**config.mk**
```make
export PLATFORM = sky130hd
export DESIGN_NAME = serial_operand_loader
export DESIGN_NICKNAME = d
export VERILOG_FILES = /design/src/rtl/serial_operand_loader_pkg.sv /design/src/rtl/serial_operand_loader_operand_shift_reg.sv /design/src/rtl/serial_operand_loader.sv
export SDC_FILE = /design/constraint.sdc
export NUM_CORES = 1
export LEC_CHECK = 0
export ABC_AREA = 1
export BUFFER_PORTS_ARGS = -buffer_cell sky130_fd_sc_hd__buf_2
export CAP_MARGIN = 5
export CORE_MARGIN = 10
export CORE_UTILIZATION = 52
export DETAILED_ROUTE_END_ITERATION = 8
export GPL_TIMING_DRIVEN = 0
export PLACE_DENSITY = 0.8
export SLEW_MARGIN = 10
export SYNTH_ARGS = -nofsm -noshare
export SYNTH_HDL_FRONTEND = slang
export SYNTH_SLANG_ARGS = --single-unit
```
**constraint.sdc**
```tcl
create_clock -name clk -period 3.2 [get_ports clk]
set_input_delay 0.16 -clock clk [delete_from_list [all_inputs] [get_ports clk]]
set_output_delay 0.16 -clock clk [all_outputs]
set_load 0.05 [all_outputs]
```
**src/rtl/serial_operand_loader_pkg.sv**
```systemverilog
// Shared definitions for the serial operand loader and the comparator network
// that consumes its parallel operands.
//   state_e      : loader FSM state encoding (IDLE / LOAD / HOLD)
//   K_DEFAULT    : default operand width in bits
//   cmp_cell     : one MSB-first magnitude comparator cell
package serial_operand_loader_pkg;

  localparam int unsigned K_DEFAULT = 5;

  typedef enum logic [1:0] {
    ST_IDLE = 2'd0,
    ST_LOAD = 2'd1,
    ST_HOLD = 2'd2
  } state_e;

  // Comparator cell, chained MSB to LSB. {gt,lt} from the more significant
  // bits wins; only while those are equal does this bit pair decide.
  function automatic logic [1:0] cmp_cell(input logic       a,
                                          input logic       b,
                                          input logic [1:0] gt_lt_in);
    logic [1:0] r;
    r = gt_lt_in;
    if (gt_lt_in == 2'b00) begin
      r = {a & ~b, ~a & b};
    end
    return r;
  endfunction

endpackage

```
**src/rtl/serial_operand_loader_operand_shift_reg.sv**
```systemverilog
// K-bit left shift register with shift enable and synchronous clear.
//   clk : clock
//   clr : synchronous clear (wins over en)
//   en  : shift d into the LSB this cycle
//   d   : serial input bit
//   q   : parallel contents, MSB = oldest bit shifted in
module operand_shift_reg
  import serial_operand_loader_pkg::*;
#(
  parameter int unsigned K = K_DEFAULT
) (
  input  logic         clk,
  input  logic         clr,
  input  logic         en,
  input  logic         d,
  output logic [K-1:0] q
);

  logic [K-1:0] q_q;
  logic [K-1:0] q_d;

  always_comb begin
    q_d = q_q;
    if (en) begin
      q_d = {q_q[K-2:0], d};
    end
  end

  always_ff @(posedge clk) begin
    if (clr) begin
      q_q <= '0;
    end else begin
      q_q <= q_d;
    end
  end

  assign q = q_q;

endmodule

```
**src/rtl/serial_operand_loader.sv**
```systemverilog
// Serial operand loader: assembles two K-bit operands A and B from MSB-first
// bit pairs and holds them for the comparator network until consumed.
//   clk, rst      : clock, synchronous active-high reset
//   start         : pulse that begins (or restarts) a load
//   bit_valid     : a_bit/b_bit carry a valid pair this cycle
//   a_bit, b_bit  : serial operand bits, MSB first
//   in_ready      : pairs are accepted (LOAD)
//   A, B          : assembled operands
//   out_valid     : A/B complete and stable (HOLD)
//   out_ready     : downstream has consumed A/B
//   busy          : LOAD or HOLD
module serial_operand_loader
  import serial_operand_loader_pkg::*;
#(
  parameter int unsigned K = K_DEFAULT
) (
  input  logic         clk,
  input  logic         rst,
  input  logic         start,
  input  logic         bit_valid,
  input  logic         a_bit,
  input  logic         b_bit,
  output logic         in_ready,
  output logic [K-1:0] A,
  output logic [K-1:0] B,
  output logic         out_valid,
  input  logic         out_ready,
  output logic         busy
);

  localparam int unsigned CW = $clog2(K);
  localparam logic [CW-1:0] CNT_LAST = CW'(K - 1);

  state_e        state_q, state_d;
  logic [CW-1:0] cnt_q, cnt_d;
  logic          shift_en;

  // A start in LOAD aborts the load, so a pair arriving with it is dropped.
  assign shift_en = (state_q == ST_LOAD) && bit_valid && !start;

  always_comb begin
    state_d = state_q;
    cnt_d   = cnt_q;
    unique case (state_q)
      ST_IDLE: begin
        if (start) begin
          state_d = ST_LOAD;
          cnt_d   = '0;
        end
      end
      ST_LOAD: begin
        if (start) begin
          cnt_d = '0;
        end else if (bit_valid) begin
          if (cnt_q == CNT_LAST) begin
            state_d = ST_HOLD;
            cnt_d   = '0;
          end else begin
            cnt_d = cnt_q + CW'(1);
          end
        end
      end
      ST_HOLD: begin
        // start without out_ready is ignored; with it, go straight to LOAD.
        if (out_ready) begin
          state_d = start ? ST_LOAD : ST_IDLE;
          cnt_d   = '0;
        end
      end
      default: begin
        state_d = ST_IDLE;
        cnt_d   = '0;
      end
    endcase
  end

  always_ff @(posedge clk) begin
    if (rst) begin
      state_q <= ST_IDLE;
      cnt_q   <= '0;
    end else begin
      state_q <= state_d;
      cnt_q   <= cnt_d;
    end
  end

  operand_shift_reg #(.K(K)) u_sr_a (
    .clk (clk),
    .clr (rst),
    .en  (shift_en),
    .d   (a_bit),
    .q   (A)
  );

  operand_shift_reg #(.K(K)) u_sr_b (
    .clk (clk),
    .clr (rst),
    .en  (shift_en),
    .d   (b_bit),
    .q   (B)
  );

  assign in_ready  = (state_q == ST_LOAD);
  assign out_valid = (state_q == ST_HOLD);
  assign busy      = (state_q != ST_IDLE);

endmodule

```
After elaboration in Yosys (flattened, before gate mapping)
Cells that the tools add are included.

Add/subtract/negate cells: 1. Reductions and logical operators: 7. Eq/ne operators: 9. Multiplexer cells: 13.

Operators by type and width (count): 2-to-1 mux 3 bit (5); 2-to-1 mux 2 bit (5); case mux 3 bit (3 select lines) (1); != test 2 bit (second input constant) (3); case mux 2 bit (3 select lines) (1); AND reduction 5 bit (1); != test 2 x 1 -> 1 bit (second input constant) (2); adder 3 x 1 -> 3 bit (second input constant) (1); equality test 3 bit (second input constant) (1); != test 3 bit (second input constant) (1); AND reduction 3 bit (1); equality test 2 x 1 -> 1 bit (second input constant) (1); equality test 2 bit (second input constant) (1); logical AND 1 bit (2); zero test 2 bit (1); nonzero test 2 bit (1); zero test 1 bit (1); 2-to-1 mux 1 bit (1).

Bits in registers: 15. Input bits: 7. Output and inout bits: 13.

Longest topological paths before layout
Gate-level depths: netlist (run 1).

Depth after elaboration: 5. Depth in mapped cells: 9.

Hierarchy
Synthesis (run 1) repeated with hierarchy kept, for this count alone.

Cells, all modules: 119. Area total of the unflattened synthesis: 789.5 um2.

By module, submodules not included: operand_shift_reg (cells an instance 32, area each 221.5 um2, instances 2); serial_operand_loader (cells an instance 55, area each 346.6 um2, instances 1).

Least setup slack after synthesis (run 1)
OpenSTA, ideal clock, no wires.

Path type: reg2out. Start: register state_q[1]. End: output port out_valid. Required time: 3.040 ns. Cell stages (with the launch flop): 3. Setup slack: 1.947 ns. Arrival time: 1.093 ns. Path through: dfxtp_1 > inv_2 > nor2_1.

Longest elaborated chain between the ends: 1.

RTL lines: from (decl) (line serial_operand_loader.sv:34) `state_e state_q, state_d;`; from (signal assigned) (line serial_operand_loader.sv:82) `state_q <= state_d;`; equality test 2 bit (line serial_operand_loader.sv:104) `assign out_valid = (state_q == ST_HOLD);`; to (decl) (line serial_operand_loader.sv:26) `output logic out_valid,`.

No other way between the ends.

Worst setup path in the final report (run 1)
Start: register state_q[0]. End: output port in_ready.

Longest elaborated chain between the ends: 1.

RTL lines: equality test 2 x 1 -> 1 bit (line serial_operand_loader.sv:103) `assign in_ready = (state_q == ST_LOAD);`; to (decl) (line serial_operand_loader.sv:23) `output logic in_ready,`.

No other way between the ends.

==> results.ini, run 1 <==
[outcome]
status = finished clean

[drt]
routed_wl_mm = 1.41
route.vias.total = 654
wl_per_cell_um = 10.4
vias_per_cell = 4.81
drtIter0Drc = 11
postRouteAntennaNets = 0
drt-pass1-iter-count = 4
drc = 0

[critical_path]
required_ps = 3040
crit_arrival_ps = 1150
cp_max_fo = 5
cp-end-kind = output port
worstSetupStartpointType = flop
path_class = reg2out

[synth]
yosysUniqueCellTypes = 18
syn_avg_cell_area_um2 = 7.00
ys_seq_area_frac = 0.438
ys_ff_latch = 15
synthCells = 98
syn_nets = 107
yosysWarnings = 0
syn_area_um2 = 686

[layout]
fill_cells = 118
final_common_cell = nor2_1
layout_common_cells = nor2_1, buf_2, dfxtp_1
diodes = 0
drive_gt1_frac = 0.264
layout.nets = 131
final_area_um2 = 826
areaGrowthSynthToFinish_pct = 20.4

[power_and_ir_drop]
p_comb_frac = 0.320
internal-power_mw = 0.292
ir_worst_vdd_uv = 367
p_per_area_nw_per_um2 = 569
clock_power_share = 0.221
seq_power_share = 0.459
swShare = 0.378
switching_power_mw = 0.178
p_leak_nw = 0.458

[grt]
overflow = 0
antenna_found_initial = 0
grt_start_max_net_pins = 11
grt_pass1_wl_mm = 2.57
grt_pass1_vias = 659
grt_usage = 0.0932

[timing]
fin_skew_ps = 1.93
layout_min_cycle_time_ps = 1310
hold_viol_final = 0
tightest_slew_ps = 321
fmax_mhz = 762
relSlewSlack = 0.786
final_max_slew_viol_count = 0
finalSetupTns_ps = 0
fin_crit_sh = 0.410
rsz0062_at_grt = false
setup_viol = 0

[clock_tree]
ctsResizeCount = 0
cts_tree = built
clkLatencyLatePin_ps = 270
ctsLongestPathBuffers = 2
postCtsSetupBuffers = 0
numClockSinks = 15
path_clk_slew_ps = 80
ctsHtreeMaxLevel = 1
clockRootBuffer = clkbuf_4
cts_made_buffers = 3
ctsHoldBuffers = 0

[place]
port_buffers = 19
place_area_um2 = 800
place_congestion = 0.828
hpwl_mm = 1.13

[hold_path]
worstHoldPathType = in2reg

[floorplan]
io_pins = 20
rows = 13
core-area_um2 = 1270
dieHeight_um = 56.3
die_x_um = 56.3
dieArea_um2 = 3170
initial_utilization = 0.540

[job]
cap_violations = 0

[critical path, cell delays in order, from the launching register on]
cell     delay [ps]
dfxtp_1         400
inv_2            70
nor2_4          120
buf_2           280
[stage by stage]
stage	setup WS [ps]	std cells	power (mW)	hold slack [ps]	util
3_3_place_gp	2040	132	0.369	330	0.630
6_report	1890	136	0.470	40.7	0.651
4_1_cts	1880	136	0.475	35.6	0.651
3_5_place_dp	2010	132	0.372	331	0.630
2_1_floorplan	1950	98	0.339	229	-
5_1_grt	1800	136	0.504	31.1	0.651
[area by class of cell]
class | count | area [um2] | area share
clock buffers | 4 | 26.3 | 0.0318
repair buffers | 19 | 95.1 | 0.115
plain buffers | 2 | 8.76 | 0.0106
inverters | 13 | 48.8 | 0.0591
well taps | 15 | 18.8 | 0.0227
multi-input cells | 68 | 328 | 0.397
flip-flops and latches | 15 | 300 | 0.364
[cell usage after synthesis]
cell type  number  area share
ha_1            2       0.036
o21ba_2         1       0.015
nand2_1        12       0.066
buf_2           1      0.0073
clkbuf_1        1      0.0055
nor2_1         30        0.16
nand2_2         1      0.0091
dfxtp_1        15        0.44
nor2_4          1       0.016
a21oi_1         2       0.015
nand3_1         3       0.022
nor3_2          1       0.015
inv_2           3       0.016
inv_1          10       0.055
o21ai_0        12       0.088
nor2_2          1      0.0091
nand3_2         1       0.015
nand4_1         1      0.0091
[logic make-up after synthesis]
logic type	share of synthesized area
AOI/OAI and AO/OA	0.117
DFF	0.438
adders and majority gates	0.0365
buffers and inverters	0.0839
and+or+nand+nor	0.325
[sequential cells by signal (all words and copies together) (netlist names)]
name,count
cnt_q,3
state_q,2
u_sr_a.q,5
u_sr_b.q,5
[final timing paths]
| kind | startpoint | to | slack, ps | cells after the start |
|---|---|---|---|---|
| max reg2reg | state_q[0] | u_sr_a.q[4] | 2000 | 5 |
| min | rst | state_q[1] | 40 | 2 |
| max | state_q[0] | in_ready | 1890 | 3 |
| min reg2reg | u_sr_b.q[0] | u_sr_b.q[1] | 510 | 2 |
[power groups by stage]
stage | Clock [mW] | Combinational, mW | Sequential [mW]
CTS | 0.106 | 0.152 | 0.216
global placement | 0 | 0.150 | 0.220
detailed placement | 0 | 0.152 | 0.220
finish | 0.104 | 0.151 | 0.216
global route | 0.116 | 0.169 | 0.218
floorplan | 0 | 0.0902 | 0.249
[routing by layer]
| metal | vias up | share of wire | track usage |
|---|---|---|---|
| met5 | - | 0 | 0 |
| met4 | 0 | 0.0043 | 0.0309 |
| met3 | 2 | 0.092 | 0.0449 |
| met2 | 19 | 0.45 | 0.155 |
| met1 | 284 | 0.46 | 0.100 |
| li1 | 349 | - | - |
Power figures use the tool's default switching activity.
==> inputs of run 2 (changes only) <==
--- a/config.mk
+++ b/config.mk
@@ -9,10 +9,10 @@
 export BUFFER_PORTS_ARGS = -buffer_cell sky130_fd_sc_hd__buf_2
 export CAP_MARGIN = 5
 export CORE_MARGIN = 10
-export CORE_UTILIZATION = 52
+export CORE_UTILIZATION = 43
 export DETAILED_ROUTE_END_ITERATION = 8
 export GPL_TIMING_DRIVEN = 0
-export PLACE_DENSITY = 0.8
+export PLACE_DENSITY = 0.71
 export SLEW_MARGIN = 10
 export SYNTH_ARGS = -nofsm -noshare
 export SYNTH_HDL_FRONTEND = slang
==> constraint.sdc (replaced) <==
create_clock -name clk -period 1.1 [get_ports clk]
set_input_delay 0.055 -clock clk [delete_from_list [all_inputs] [get_ports clk]]
set_output_delay 0.055 -clock clk [all_outputs]
set_load 0.05 [all_outputs]
==> results.ini, run 2 (synthesized netlist as in run 1, its figures left out) <==
[power_and_ir_drop]
swShare = 0.381  ; +0.00266
seq_power_share = 0.405  ; -0.054
ir_worst_vdd_uv = 971  ; +160%
p_per_area_nw_per_um2 = 1510  ; +170%
switching_power_mw = 0.602  ; +240%
clock_power_share = 0.193  ; -0.028
internal-power_mw = 0.978  ; +230%
p_leak_nw = 0.537  ; +17%
p_comb_frac = 0.402  ; +0.082

[hold_path]
worstHoldPathType = in2reg
hold_path_end = u_sr_a.q[0]
whs_path_depth = 3  ; +1
min_from = a_bit

[timing]
setup_ws_ps = -97.9  ; -1990 ps
relSlewSlack = 0.729  ; -0.0564
fin_skew_ps = 6.30  ; +4.37 ps
hold_viol_final = 0  ; unchanged
tightest_slew_ps = 406  ; +84.6 ps
layout_min_cycle_time_ps = 1200
fin_crit_sh = 1.09
final_max_slew_viol_count = 0  ; unchanged
setup_viol = 17  ; +17
rsz0062_at_grt = true
fmax_mhz = 835

[layout]
final_cells = 150  ; +10%
layout_common_cells = nor2_1, buf_2, dfxtp_1
fin_util = 0.693  ; +0.0418
diodes = 0  ; unchanged
areaGrowthSynthToFinish_pct = 52.2
drive_gt1_frac = 0.425  ; +0.161
final_common_cell = nor2_1
layout.nets = 144  ; +9.9%

[drt]
drtIter0Drc = 8  ; -3
routed_wl_mm = 1.86  ; +32%
postRouteAntennaNets = 0  ; unchanged
drc = 0  ; unchanged
wl_per_cell_um = 12.4  ; +20%
drt-pass1-iter-count = 4  ; unchanged
vias_per_cell = 4.85  ; +0.79%
route.vias.total = 727  ; +11%

[floorplan]
rows = 14  ; +1
io_pins = 20  ; unchanged
dieArea_um2 = 3590  ; +13%
dieHeight_um = 59.9  ; +6.4%
core-area_um2 = 1510  ; +19%
initial_utilization = 0.455  ; -0.0853
die_x_um = 59.9  ; +6.4%

[grt]
grt_start_max_net_pins = 11  ; unchanged
grt_pass1_wl_mm = 2.88  ; +12%
antenna_found_initial = 0  ; unchanged
grt_usage = 0.102  ; +0.00865
grt_pass1_vias = 691  ; +4.9%
overflow = 0  ; unchanged

[critical_path]
path_class = reg2reg
r2r-start = state_q[1]
worstSetupStartpointType = flop
cp_max_fo = 5  ; unchanged
crit_arrival_ps = 1380  ; +230 ps
r2r_cells = 7  ; +2
cp-end-kind = flop
regToRegSetupSlack_ps = -100  ; -2100 ps
required_ps = 1280  ; -1760 ps
reg2reg_to = u_sr_b.q[1]

[outcome]
violations = setup timing
status = finished, violations left

[clock_tree]
clockRootBuffer = clkbuf_4
path_clk_slew_ps = 90  ; about the same
numClockSinks = 15  ; unchanged
ctsHtreeMaxLevel = 1  ; unchanged
ctsLongestPathBuffers = 2  ; unchanged
cts_made_buffers = 3  ; unchanged
cts_tree = built
clkLatencyLatePin_ps = 280  ; about the same

[place]
dp_cells = 133  ; +0.76%
port_buffers = 19  ; unchanged
hpwl_mm = 1.15  ; +2.4%
place_congestion = 0.811  ; -2.1%

[job]
cap_violations = 0  ; unchanged

-- run 2: cell types whose count changed in the layout (fill, tap and decap cells not counted), sizes merged --
cell	previous run	this run
clkinvlp	0	1
buf	20	30
clkbuf	5	4
dlygate4sd3	0	2
clkinv	0	1
-- run 2: through the flow --
step	cell area [um2]	power [mW]	worst slack, ps	hold WS, ps	TNS, ps
final	1040	1.58	-97.9	6.29	-1050
after CTS	921	1.46	-12.1	9.58	-65.0
after global routing	1040	1.66	-161	24.1	-2170
after detailed placement	802	1.09	-90.8	230	-615
after floorplan	687	0.989	-108	124	-464
after global placement	802	1.08	-53.3	225	-360
-- run 2: worst max-delay path by stage --
stage | startpoint | to | slack (ps) | depth (start not counted)
6_report | state_q[1] | u_sr_b.q[1] | -100 | 7
4_1_cts | state_q[1] | u_sr_a.q[4] | -10 | 6
3_3_place_gp | cnt_q[0] | cnt_q[2] | -50 | 9
2_1_floorplan | state_q[0] | cnt_q[2] | -110 | 7
3_5_place_dp | cnt_q[0] | cnt_q[2] | -90 | 9
5_1_grt | state_q[1] | u_sr_a.q[1] | -160 | 7
-- run 2: power groups by stage --
| stage | Sequential (mW) | Clock [mW] | Combinational, mW |
|---|---|---|---|
| 2_1_floorplan | 0.725 | 0 | 0.264 |
| 3_3_place_gp | 0.640 | 0 | 0.439 |
| 3_5_place_dp | 0.644 | 0 | 0.444 |
| 4_1_cts | 0.636 | 0.305 | 0.517 |
| 5_1_grt | 0.646 | 0.330 | 0.684 |
| 6_report | 0.640 | 0.305 | 0.635 |
-- run 2: worst max-delay path, stage by stage (launching register included) --
cell,delay (ps)
dfxtp_4,360
inv_4,60
nand2_4,50
nor3_4,190
buf_12,140
clkinvlp_4,130
nor2_1,110
nor2_1,50
-- run 2: cell type report --
| class | instances | area [um2] |
|---|---|---|
| tap | 16 | 20.0 |
| timing repair inverter | 1 | 7.51 |
| sequential | 15 | 310 |
| multi-input combinational | 68 | 384 |
| clock inverter | 1 | 5.00 |
| inverter | 13 | 53.8 |
| fill | 123 | 463 |
| timing repair buffer | 31 | 225 |
| clock buffer | 3 | 22.5 |
| buffer | 2 | 15.0 |
-- run 2: timing repair --
action,4_1_cts,5_1_grt
resized for setup,15,24
hold buffers,2,0
gates cloned,1,1
endpoints found under the setup margin,17,16
endpoints found under the hold margin,2,0
setup buffers,4,5
pin swaps,7,10
-- run 2: layer usage --
layer  vias to the layer above  GRT usage  routed length, um
met5                         -          0                  0
met4                         0     0.0385                 13
met3                         2     0.0445                146
met2                        21      0.174                909
met1                       329      0.107                786
li1                        375          -                  -
==> inputs of run 3 (changes only) <==
--- a/config.mk
+++ b/config.mk
@@ -9,10 +9,10 @@
 export BUFFER_PORTS_ARGS = -buffer_cell sky130_fd_sc_hd__buf_2
 export CAP_MARGIN = 5
 export CORE_MARGIN = 10
-export CORE_UTILIZATION = 43
+export CORE_UTILIZATION = 48
 export DETAILED_ROUTE_END_ITERATION = 8
 export GPL_TIMING_DRIVEN = 0
-export PLACE_DENSITY = 0.71
+export PLACE_DENSITY = 0.75
 export SLEW_MARGIN = 10
 export SYNTH_ARGS = -nofsm -noshare
 export SYNTH_HDL_FRONTEND = slang
==> constraint.sdc (replaced) <==
create_clock -name clk -period 1.2 [get_ports clk]
set_input_delay 0.06 -clock clk [delete_from_list [all_inputs] [get_ports clk]]
set_output_delay 0.06 -clock clk [all_outputs]
set_load 0.05 [all_outputs]
==> results.ini, run 3 (synthesized netlist as in run 1, its figures left out) <==
[outcome]
status = finished clean

[floorplan]
io_pins = 20  ; unchanged
initial_utilization = 0.520  ; +0.0653
core-area_um2 = 1320  ; -13%
dieHeight_um = 57.8  ; -3.6%
dieArea_um2 = 3340  ; -7.0%
rows = 13  ; -1
die_x_um = 57.8  ; -3.6%

[power_and_ir_drop]
finalPower_mw = 1.35  ; -15%
p_comb_frac = 0.356  ; -0.046
switching_power_mw = 0.518  ; -14%
p_leak_nw = 0.493  ; -8.3%
ir_worst_vdd_uv = 1040  ; +6.7%
internal-power_mw = 0.833  ; -15%
clock_power_share = 0.208  ; +0.015
p_per_area_nw_per_um2 = 1450  ; -4.2%
swShare = 0.383  ; +0.00227
seq_power_share = 0.435  ; +0.030

[grt]
grt_usage = 0.0991  ; -0.00279
overflow = 0  ; unchanged
grt_pass1_wl_mm = 2.73  ; -5.3%
antenna_found_initial = 0  ; unchanged
grt_pass1_vias = 705  ; +2.0%
grt_start_max_net_pins = 11  ; unchanged
gr-usage-met1 = 0.100  ; -0.00723
use_met2 = 0.160  ; -0.0140
grt-busiest-layer = met2
grt_use_met3 = 0.0458  ; +0.00126

[place]
dp_cells = 132  ; -0.75%
place_congestion = 0.850  ; +4.8%
port_buffers = 19  ; unchanged
hpwl_mm = 1.14  ; -1.5%

[drt]
route.vias.total = 699  ; -3.9%
drtIter0Drc = 11  ; +3
drt-pass1-iter-count = 4  ; unchanged
wl_per_cell_um = 11.4  ; -8.1%
drc = 0  ; unchanged
postRouteAntennaNets = 0  ; unchanged
routed_wl_mm = 1.60  ; -14%
vias_per_cell = 4.96  ; +2.3%

[critical_path]
worstSetupStartpointType = flop
path_class = reg2out
crit_path_cell_trace = inv_4 -> nor2_4 -> buf_4
max_stage_delay_ps = 390  ; +30 ps
path_delay_family = flip-flops
required_ps = 1140  ; -140 ps
cp_max_fo = 5  ; unchanged
crit_arrival_ps = 1080  ; -300 ps
path_buf_inv = 2  ; -1
cp_slowest_cell = dfxtp_4
cp-end-kind = output port

[layout]
final_cells = 141  ; -6.0%
diodes = 0  ; unchanged
drive_gt1_frac = 0.365  ; -0.0603
layout.nets = 136  ; -5.6%
final_common_cell = nor2_1
layout_common_cells = nor2_1, buf_2, o21ai_0, dfxtp_1, nand2_1
fill_cells = 125  ; +1.6%
areaGrowthSynthToFinish_pct = 35.8

[timing]
relSlewSlack = 0.840  ; +0.111
rsz0062_at_grt = true
final_max_slew_viol_count = 0  ; unchanged
tightest_slew_ps = 238  ; -168 ps
layout_min_cycle_time_ps = 1140
hold_viol_final = 0  ; unchanged
setup_viol = 0  ; -17
fin_skew_ps = 6.38  ; +0.0751 ps
fmax_mhz = 880
fin_crit_sh = 0.947

[clock_tree]
numClockSinks = 15  ; unchanged
ctsHtreeMaxLevel = 1  ; unchanged
cts_made_buffers = 3  ; unchanged
path_clk_slew_ps = 80  ; about the same
cts_tree = built
ctsLongestPathBuffers = 2  ; unchanged
clockRootBuffer = clkbuf_4
clkLatencyLatePin_ps = 280  ; about the same

[hold_path]
worstHoldPathType = in2reg

[job]
cap_violations = 0  ; unchanged

## run 3: final cells by class
cell class,count,area (um2),share of cell area
repair buffers,24,143,0.153
multi-input cells,68,368,0.395
well taps,15,18.8,0.0202
plain buffers,2,16.3,0.0175
flip-flops and latches,15,308,0.331
clock buffers,4,26.3,0.0282
inverters,13,51.3,0.0551
## run 3: metrics by stage
step / worst slack, ps / setup TNS, ps / utilization / hold WS [ps] / cell area, um2
floorplan: -8.26 / -8.26 / - / 129 / 687
global placement: 46.1 / 0 / 0.608 / 229 / 801
detailed placement: 6.23 / 0 / 0.608 / 232 / 801
CTS: 7.78 / 0 / 0.654 / 163 / 862
global route: -36.7 / -116 / 0.707 / 162 / 931
finish: 63.6 / 0 / 0.707 / 137 / 931
## run 3: repair_timing
| item | CTS | global route |
|---|---|---|
| pin swaps | 0 | 8 |
| setup buffers | 0 | 2 |
| hold buffers | 3 | 0 |
| gates resized for setup | 2 | 19 |
| endpoints found under the setup margin | 3 | 17 |
| endpoints found under the hold margin | 3 | 0 |
## run 3: power groups by stage
stage | logic [mW] | clock network [mW] | registers (mW)
floorplan | 0.242 | 0 | 0.664
CTS | 0.423 | 0.294 | 0.578
finish | 0.481 | 0.282 | 0.588
global placement | 0.401 | 0 | 0.587
detailed placement | 0.409 | 0 | 0.590
global route | 0.536 | 0.306 | 0.593
## run 3: metal layers
layer	wire length, um	vias up
met3	106	5
met2	777	20
met1	685	314
met5	0	-
met4	34	0
li1	-	360
## run 3: final timing paths
path | start | end | slack, ps | depth (start not counted)
max reg2reg | cnt_q[1] | cnt_q[2] | 90 | 9
min | out_ready | state_q[1] | 140 | 4
min reg2reg | u_sr_a.q[1] | u_sr_a.q[2] | 510 | 2
max | state_q[0] | in_ready | 60 | 3
## run 3: tightest hold or removal path: stages
cell and delay [ps]:
buf_2 70, inv_1 40, nand3_2 120, a21oi_1 90
